**src/rtl/k12a_mem_sequencer_pkg.sv**
```systemverilog
// Shared types and constants for the k12a memory sequencer.
//   mem_seq_state_t : bus-cycle phase (IDLE, SETUP, STROBE, HOLD)
//   MEM_RAM_SEL_BIT : address bit that selects RAM (1) or ROM (0)
//   WAIT_CNT_W      : width of the strobe wait-state down-counter
package k12a_mem_sequencer_pkg;

    typedef enum logic [1:0] {
        IDLE   = 2'd0,
        SETUP  = 2'd1,
        STROBE = 2'd2,
        HOLD   = 2'd3
    } mem_seq_state_t;

    localparam int MEM_RAM_SEL_BIT = 15;
    localparam int WAIT_CNT_W      = 4;

endpackage

```
**src/rtl/k12a_mem_sequencer_if.sv**
```systemverilog
// CPU-side request/response bundle of the k12a memory sequencer.
//   req_valid/req_ready : request handshake; req_write/req_addr/req_wdata qualify it
//   rsp_valid           : one-cycle completion pulse; rsp_rdata/rsp_error qualify it
//
// Handshake: a request transfers on a rising edge where req_valid and
// req_ready are both high. The master holds req_* stable while req_valid is
// high and req_ready is low. After the transfer the slave owns a private copy,
// so req_* may change freely. Responses have no back-pressure: rsp_valid is
// high for exactly one cycle and the master must take it then.
interface k12a_mem_sequencer_if;

    logic        req_valid;
    logic        req_ready;
    logic        req_write;
    logic [15:0] req_addr;
    logic [7:0]  req_wdata;
    logic        rsp_valid;
    logic [7:0]  rsp_rdata;
    logic        rsp_error;

    modport master (
        output req_valid, req_write, req_addr, req_wdata,
        input  req_ready, rsp_valid, rsp_rdata, rsp_error
    );

    modport slave (
        input  req_valid, req_write, req_addr, req_wdata,
        output req_ready, rsp_valid, rsp_rdata, rsp_error
    );

endinterface

```
**src/rtl/k12a_mem_sequencer.sv**
```systemverilog
// Bus master in front of k12a_memory. Takes single-byte requests from the
// CPU, decodes ROM/RAM from addr[15] and runs the asynchronous-SRAM strobe
// sequence SETUP -> STROBE (WAIT_STATES+1 cycles) -> HOLD, then reports
// completion on a one-cycle response pulse.
//   clock, reset      : system clock, asynchronous active-high reset
//   cpu (slave)       : request/response handshake
//   addr_out/data_out : address and write data for the top-level buses
//   data_drive        : 1 = top level drives data_out onto data_bus
//   data_in           : data_bus as seen by the sequencer
//   mem_*_n           : chip enables, output enable, write enable (active low)
//   dbg_state         : current FSM state
module k12a_mem_sequencer
    import k12a_mem_sequencer_pkg::*;
#(
    parameter int WAIT_STATES = 1
) (
    input  logic                       clock,
    input  logic                       reset,
    k12a_mem_sequencer_if.slave        cpu,
    output logic [15:0]                addr_out,
    output logic [7:0]                 data_out,
    output logic                       data_drive,
    input  logic [7:0]                 data_in,
    output logic                       mem_rom_ce_n,
    output logic                       mem_ram_ce_n,
    output logic                       mem_oe_n,
    output logic                       mem_we_n,
    output mem_seq_state_t             dbg_state
);

    localparam logic [WAIT_CNT_W-1:0] WS_INIT = 4'(WAIT_STATES);

    mem_seq_state_t        state_q, state_d;
    logic [WAIT_CNT_W-1:0] cnt_q, cnt_d;
    logic                  write_q, write_d;
    logic [15:0]           addr_q, addr_d;
    logic [7:0]            wdata_q, wdata_d;
    logic [7:0]            rdata_q, rdata_d;
    logic                  rom_ce_n_q, rom_ce_n_d;
    logic                  ram_ce_n_q, ram_ce_n_d;
    logic                  oe_n_q, oe_n_d;
    logic                  we_n_q, we_n_d;
    logic                  drive_q, drive_d;
    logic                  rsp_valid_q, rsp_valid_d;
    logic                  rsp_error_q, rsp_error_d;
    logic                  ram_sel_d;
    logic                  suppress_d;

    always_ff @(posedge clock or posedge reset) begin
        if (reset) begin
            state_q     <= IDLE;
            cnt_q       <= '0;
            write_q     <= 1'b0;
            addr_q      <= 16'h0000;
            wdata_q     <= 8'h00;
            rdata_q     <= 8'h00;
            rom_ce_n_q  <= 1'b1;
            ram_ce_n_q  <= 1'b1;
            oe_n_q      <= 1'b1;
            we_n_q      <= 1'b1;
            drive_q     <= 1'b0;
            rsp_valid_q <= 1'b0;
            rsp_error_q <= 1'b0;
        end else begin
            state_q     <= state_d;
            cnt_q       <= cnt_d;
            write_q     <= write_d;
            addr_q      <= addr_d;
            wdata_q     <= wdata_d;
            rdata_q     <= rdata_d;
            rom_ce_n_q  <= rom_ce_n_d;
            ram_ce_n_q  <= ram_ce_n_d;
            oe_n_q      <= oe_n_d;
            we_n_q      <= we_n_d;
            drive_q     <= drive_d;
            rsp_valid_q <= rsp_valid_d;
            rsp_error_q <= rsp_error_d;
        end
    end

    always_comb begin
        state_d = state_q;
        cnt_d   = cnt_q;
        write_d = write_q;
        addr_d  = addr_q;
        wdata_d = wdata_q;
        rdata_d = rdata_q;

        case (state_q)
            IDLE: begin
                if (cpu.req_valid) begin
                    state_d = SETUP;
                    write_d = cpu.req_write;
                    addr_d  = cpu.req_addr;
                    wdata_d = cpu.req_wdata;
                end
            end
            SETUP: begin
                state_d = STROBE;
                cnt_d   = WS_INIT;
            end
            STROBE: begin
                if (cnt_q == '0) begin
                    state_d = HOLD;
                    // Sample the bus at the end of the last strobe cycle.
                    if (!write_q) begin
                        rdata_d = data_in;
                    end
                end else begin
                    cnt_d = cnt_q - 4'd1;
                end
            end
            HOLD: begin
                state_d = IDLE;
            end
            default: begin
                state_d = IDLE;
            end
        endcase

        // Every pin is registered, so the pin values for the coming cycle are
        // derived from the next state and the (possibly just latched) request.
        ram_sel_d  = addr_d[MEM_RAM_SEL_BIT];
        // A write aimed at ROM runs the full timing but never touches the pins.
        suppress_d = write_d && !ram_sel_d;

        rom_ce_n_d  = 1'b1;
        ram_ce_n_d  = 1'b1;
        oe_n_d      = 1'b1;
        we_n_d      = 1'b1;
        drive_d     = 1'b0;
        rsp_valid_d = (state_d == HOLD);
        rsp_error_d = (state_d == HOLD) && suppress_d;

        if ((state_d != IDLE) && !suppress_d) begin
            if (ram_sel_d) begin
                ram_ce_n_d = 1'b0;
            end else begin
                rom_ce_n_d = 1'b0;
            end
            drive_d = write_d;
        end

        if ((state_d == STROBE) && !suppress_d) begin
            oe_n_d = write_d;
            we_n_d = !write_d;
        end
    end

    assign cpu.req_ready = (state_q == IDLE);
    assign cpu.rsp_valid = rsp_valid_q;
    assign cpu.rsp_rdata = rdata_q;
    assign cpu.rsp_error = rsp_error_q;

    assign addr_out     = addr_q;
    assign data_out     = wdata_q;
    assign data_drive   = drive_q;
    assign mem_rom_ce_n = rom_ce_n_q;
    assign mem_ram_ce_n = ram_ce_n_q;
    assign mem_oe_n     = oe_n_q;
    assign mem_we_n     = we_n_q;
    assign dbg_state    = state_q;

endmodule
```
**src/flat_wrapper.sv**
```systemverilog
// flat-port wrapper written by rule: the top's interface ports become plain ports
module k12a_mem_sequencer_flat import k12a_mem_sequencer_pkg::*;
#(
    parameter int WAIT_STATES = 1
)
  (clock, reset, addr_out, data_out, data_drive, data_in, mem_rom_ce_n, mem_ram_ce_n, mem_oe_n, mem_we_n, dbg_state, cpu_req_valid, cpu_req_write, cpu_req_addr, cpu_req_wdata, cpu_req_ready, cpu_rsp_valid, cpu_rsp_rdata, cpu_rsp_error);
  k12a_mem_sequencer_if cpu_i ();
  input  logic clock;
  input  logic reset;
  output logic [15:0] addr_out;
  output logic [7:0] data_out;
  output logic data_drive;
  input  logic [7:0] data_in;
  output logic mem_rom_ce_n;
  output logic mem_ram_ce_n;
  output logic mem_oe_n;
  output logic mem_we_n;
  output mem_seq_state_t dbg_state;
  input wire logic [$bits(cpu_i.req_valid)-1:0] cpu_req_valid;
  input wire logic [$bits(cpu_i.req_write)-1:0] cpu_req_write;
  input wire logic [$bits(cpu_i.req_addr)-1:0] cpu_req_addr;
  input wire logic [$bits(cpu_i.req_wdata)-1:0] cpu_req_wdata;
  output wire logic [$bits(cpu_i.req_ready)-1:0] cpu_req_ready;
  output wire logic [$bits(cpu_i.rsp_valid)-1:0] cpu_rsp_valid;
  output wire logic [$bits(cpu_i.rsp_rdata)-1:0] cpu_rsp_rdata;
  output wire logic [$bits(cpu_i.rsp_error)-1:0] cpu_rsp_error;
  assign cpu_i.req_valid = cpu_req_valid;
  assign cpu_i.req_write = cpu_req_write;
  assign cpu_i.req_addr = cpu_req_addr;
  assign cpu_i.req_wdata = cpu_req_wdata;
  assign cpu_req_ready = cpu_i.req_ready;
  assign cpu_rsp_valid = cpu_i.rsp_valid;
  assign cpu_rsp_rdata = cpu_i.rsp_rdata;
  assign cpu_rsp_error = cpu_i.rsp_error;
  k12a_mem_sequencer #(.WAIT_STATES(WAIT_STATES)) u_core (.clock(clock), .reset(reset), .cpu(cpu_i), .addr_out(addr_out), .data_out(data_out), .data_drive(data_drive), .data_in(data_in), .mem_rom_ce_n(mem_rom_ce_n), .mem_ram_ce_n(mem_ram_ce_n), .mem_oe_n(mem_oe_n), .mem_we_n(mem_we_n), .dbg_state(dbg_state));
endmodule
```
**config.mk**
```make
export PLATFORM = sky130hd
export DESIGN_NAME = k12a_mem_sequencer_flat
export DESIGN_NICKNAME = d
export VERILOG_FILES = /design/src/rtl/k12a_mem_sequencer_pkg.sv /design/src/rtl/k12a_mem_sequencer_if.sv /design/src/rtl/k12a_mem_sequencer.sv /design/src/flat_wrapper.sv
export SDC_FILE = /design/constraint.sdc
export NUM_CORES = 1
export LEC_CHECK = 0
export ABC_AREA = 1
export BUFFER_PORTS_ARGS = -buffer_cell sky130_fd_sc_hd__buf_2
export CAP_MARGIN = 20
export CORE_ASPECT_RATIO = 2
export CORE_MARGIN = 4
export CORE_UTILIZATION = 40
export DETAILED_ROUTE_END_ITERATION = 6
export HOLD_SLACK_MARGIN = 0.08
export PLACE_DENSITY = 0.68
export SYNTH_ARGS = -nofsm -noshare
export SYNTH_HDL_FRONTEND = slang
export SYNTH_SLANG_ARGS = --single-unit
```
**constraint.sdc**
```tcl
create_clock -name clock -period 1.6 [get_ports clock]
set_input_delay 0.32 -clock clock [delete_from_list [all_inputs] [get_ports clock]]
set_output_delay 0.32 -clock clock [all_outputs]
set_load 0.02 [all_outputs]
```
==> results.txt <==
The end point of the worst hold path is u_core.data_out[1]$_DFFE_PP0P_. The number of routed nets with antenna violations is 0. The number of nets at the end of the flow came out at 284.

STA classifies the critical path startpoint as a flip-flop. The final critical path time including I/O delays and setup is 1.49 ns. The number of pins with negative max-slew slack in the final report was 0.

The worst setup path is captured at an output port. The total power divided by cell area is 2170 nW/µm². The critical path required time is 1.28 ns.

The final core utilization is 53.7%. The final layout contains routed wiring with a total length of 3.70 mm. The count of endpoints failing setup in the final report came out at 0. The critical path goes through inv_2 > ha_2 > buf_4. In this run the critical register-to-register path is launched from u_core.dbg_state[0]$_DFF_PP0_.

The maximum number of pins on one net before global-route repair came out at 31. The number of clock buffers inserted by TritonCTS is 5. The overall die width came out at 56.7 µm. Of all nets on the critical path, the largest fanout is 4. The via total after detailed routing came out at 1,360.

The initial core utilization came out at 41.3%. The first global-routing pass estimated 6.20 mm of wire. The number of antenna repair diodes came out at 0. The vertical die dimension is 105 µm. The maximum clock rate is 671 MHz. Setup repair after global routing left no endpoint under its margin. The number of design-rule violations left by the first detailed-router iteration came out at 21. Each instance of the synthesized netlist takes up on average 12.2 µm². The power dissipated by switching net loads is 2.23 mW.

The warning count from the yosys run came out at 0. The worst setup margin is 0.110 ns. The proportion of total power due to net switching came out at 41.6%.

The total die area is 5970 µm². The worst register-to-register path ends at u_core.addr_out[6]$_DFFE_PP0P_. The I/O pin count is 78. The run finished with clean final reports. The worst setup slack for register-to-register paths came out at 0.18 ns. The class of the worst hold path is input port to flip-flop. The worst hold path begins at cpu_req_wdata[1]. The congestion estimate from routability-driven global placement came to 0.699. The top-area cell type share of the netlist area is 55.4%. In this run, distinct cell masters in the synthesized netlist total 20. The number of cells traversed by the worst register-to-register path is 5. Counting along the longest clock path gives a buffer depth of 2. Dividing the final minimum period by the clock period gives 93.1%.

The commonest cells after synthesis are dfrtp_1 (42), nand2_1 (27), mux2_2 (22), inv_1 (21), o21ai_2 (8). The number of cells produced by synthesis came out at 156. In this run, the clock network consumes 12.7% of the power. The number of global-route vias before repair came out at 1,404. Ranked by total cell area, the synthesized netlist is headed by dfrtp_1 (55%), mux2_2 (13%), dfstp_2 (5.5%), nand2_1 (5.3%), inv_1 (4.2%). For this run, the total global-route usage over all layers was measured as 13.3%. In this run the static leakage power is 1.33 nW.

Measured against its own limit, the worst slew margin works out to 76.0%. TritonCTS built the clock tree. For this design, the slowest cell found on the critical path is dfrtp_2. The transition time at the pin with the least slew margin came out at 0.361 ns. In this run, synthesis inferred 0 flip-flops with an integrated enable.

The maximum single-stage delay on the critical path is 0.44 ns. The HPWL reported at the end of detailed placement came out at 2.97 mm. The initial antenna violation count is 0.

The number of nets in the synthesized netlist is 197. Cell internal power was estimated by the tool at 3.13 mW. The number of max-cap violations came out at 0. The floorplan core area came out at 4600 µm². The final total negative setup slack came out at 0 ns. The multi-input combinational cell area is 631 µm².

The register area came out at 1160 µm². The setup clock skew after layout is 0.00846 ns. The share of the Yosys chip area taken by registers is 60.9%. After detailed routing, the number of vias per cell comes to 4.55. At the later pin of the worst-skew pair, clock insertion delay measures 0.29 ns.

Among all flip-flop cells after synthesis, the most frequent one is dfrtp_1. After clock tree synthesis, the clock-pin slew on the worst setup and hold paths is 0.09 ns. The worst hold path passes through 2 cells. The cell type group with the largest total delay on the critical path is flip-flops. The count of input and output buffers is 77. The worst setup path is of the flip-flop to output port kind.

After detailed routing, the number of remaining DRC violations is 0. The post-synthesis async set-or-reset flop share is 100%. Of all cell types, the one taking the most synthesized area is dfrtp_1. The synthesis-to-layout area growth is 30.2%.

The part of the power in combinational logic is 49.8%. The total power after layout came out at 5.35 mW. The data arrival time of the critical path came out at 1.17 ns. The number of detailed-route iterations in the first pass is 2. Clock tree synthesis selected as its root buffer the cell clkbuf_8.

The number of endpoints with negative hold slack in the final report is 0. Prior to clock tree synthesis, the placed netlist has a worst setup slack of 0.126 ns. The critical path crosses 3 cells after its start point. After synthesis the cells add up to 1900 µm². The tree built by TritonCTS fans out to 46 sinks. Yosys instantiated no cell more often than dfrtp_1. Summed over all layers, the global routing overflow is 0.

Cells with a size suffix above 1 make up 54.1% of the layout. The combined buffer and inverter count along the critical path came out at 2. The average detailed-routed wire length per instance came out at 12.4 µm. The placement row count came out at 35. Of the total power, registers draw 37.5%. The worst IR drop on VDD came out at 1210 µV. Synthesis inferred 46 register bits. The filler cell count in the final layout came out at 427. The H-tree generated during clock tree synthesis spans 2 levels.
==> power by group through the flow <==
stage / logic [mW] / registers (mW) / clock network [mW]
final: 2.67 / 2.01 / 0.681
after global routing: 2.95 / 2.09 / 0.760
after CTS: 2.70 / 2.02 / 0.716
after detailed placement: 2.69 / 2.04 / 0
after global placement: 2.65 / 2.02 / 0
after floorplan: 1.23 / 2.66 / 0
==> cells by family after synthesis <==
kind of cell	after synthesis	synth area share, %
and+or+nand+nor	42	9.89
muxes	23	13.9
adders and majority gates	5	3.30
buffers and inverters	24	5.94
AOI/OAI and AO/OA	15	5.61
DFF	46	60.9
xor gates and xnor gates	1	0.462
==> through the flow <==
stage               std cells  hold WS (ns)  area [µm²]
CTS                       299         0.239        2460
finish                    299         0.249        2470
detailed placement        290         0.352        2370
global placement          290         0.342        2370
floorplan                 156         0.462        1900
global route              299         0.241        2470
==> how the worst max path moves through the flow <==
stage                                  start                        endpoint
6_report       u_core.dbg_state[0]$_DFF_PP0_                   cpu_req_ready
3_3_place_gp   u_core.dbg_state[0]$_DFF_PP0_  u_core.addr_out[4]$_DFFE_PP0P_
4_1_cts        u_core.dbg_state[0]$_DFF_PP0_                   cpu_req_ready
3_5_place_dp   u_core.dbg_state[0]$_DFF_PP0_  u_core.addr_out[6]$_DFFE_PP0P_
5_1_grt        u_core.dbg_state[1]$_DFF_PP0_                   cpu_req_ready
2_1_floorplan  u_core.dbg_state[0]$_DFF_PP0_  u_core.data_out[7]$_DFFE_PP0P_
==> sequential cells by signal, indices dropped and copies added, names as in the netlist <==
register	cells
u_core.data_drive	1
u_core.dbg_state	2
u_core.cpu.rsp_error	1
u_core.mem_oe_n	1
u_core.mem_rom_ce_n	1
u_core.addr_out	16
u_core.mem_ram_ce_n	1
u_core.mem_we_n	1
u_core.data_out	8
u_core.cnt_q	4
u_core.cpu.rsp_rdata	8
u_core.cpu.rsp_valid	1
u_core.write_q	1
==> repair_timing <==
item                                    in CTS  in global routing
hold buffers                                 1                  0
endpoints found under the hold margin       16                  0
endpoints found under the setup margin       0                  1
resized for setup                            0                  3
buffers inserted                             0                  0
==> placed cells by master, fill, tap and decap left out <==
| cell | n |
|---|---|
| nand4_2 | 1 |
| clkbuf_8 | 5 |
| nand2_4 | 1 |
| nor2_2 | 1 |
| clkbuf_1 | 1 |
| nand2_2 | 1 |
| dfrtp_1 | 41 |
| buf_12 | 1 |
| o21ai_2 | 8 |
| xnor2_1 | 1 |
| o21ai_1 | 3 |
| clkinv_4 | 1 |
| clkinv_2 | 1 |
| nand3b_1 | 1 |
| dlygate4sd3_1 | 1 |
| ha_1 | 4 |
| mux2_2 | 22 |
| o21ai_0 | 3 |
| inv_2 | 2 |
| nor2_1 | 6 |
| nand2_1 | 27 |
| inv_1 | 19 |
| mux2_4 | 1 |
| o22ai_1 | 1 |
| nand3_1 | 4 |
| ha_2 | 1 |
| dfrtp_2 | 1 |
| buf_4 | 5 |
| buf_2 | 76 |
| dfstp_2 | 4 |
==> cell type report <==
cell class                 instances  area share [%]
clock inverter                     2           0.557
multi-input combinational         86            25.5
clock buffer                       6            2.94
sequential                        46            46.9
inverter                          21            3.19
timing repair buffer              83            18.1
tap                               55            2.79
==> layer usage <==
metal / vias up / track usage [%] / part of all wire [%]
li1: 669 / - / -
met1: 638 / 13.5 / 35
met2: 46 / 23.0 / 53
met3: 7 / 5.02 / 9.3
met4: 0 / 6.62 / 2.2
met5: - / 0 / 0
Note: power is estimated with default switching activity, not from simulation.
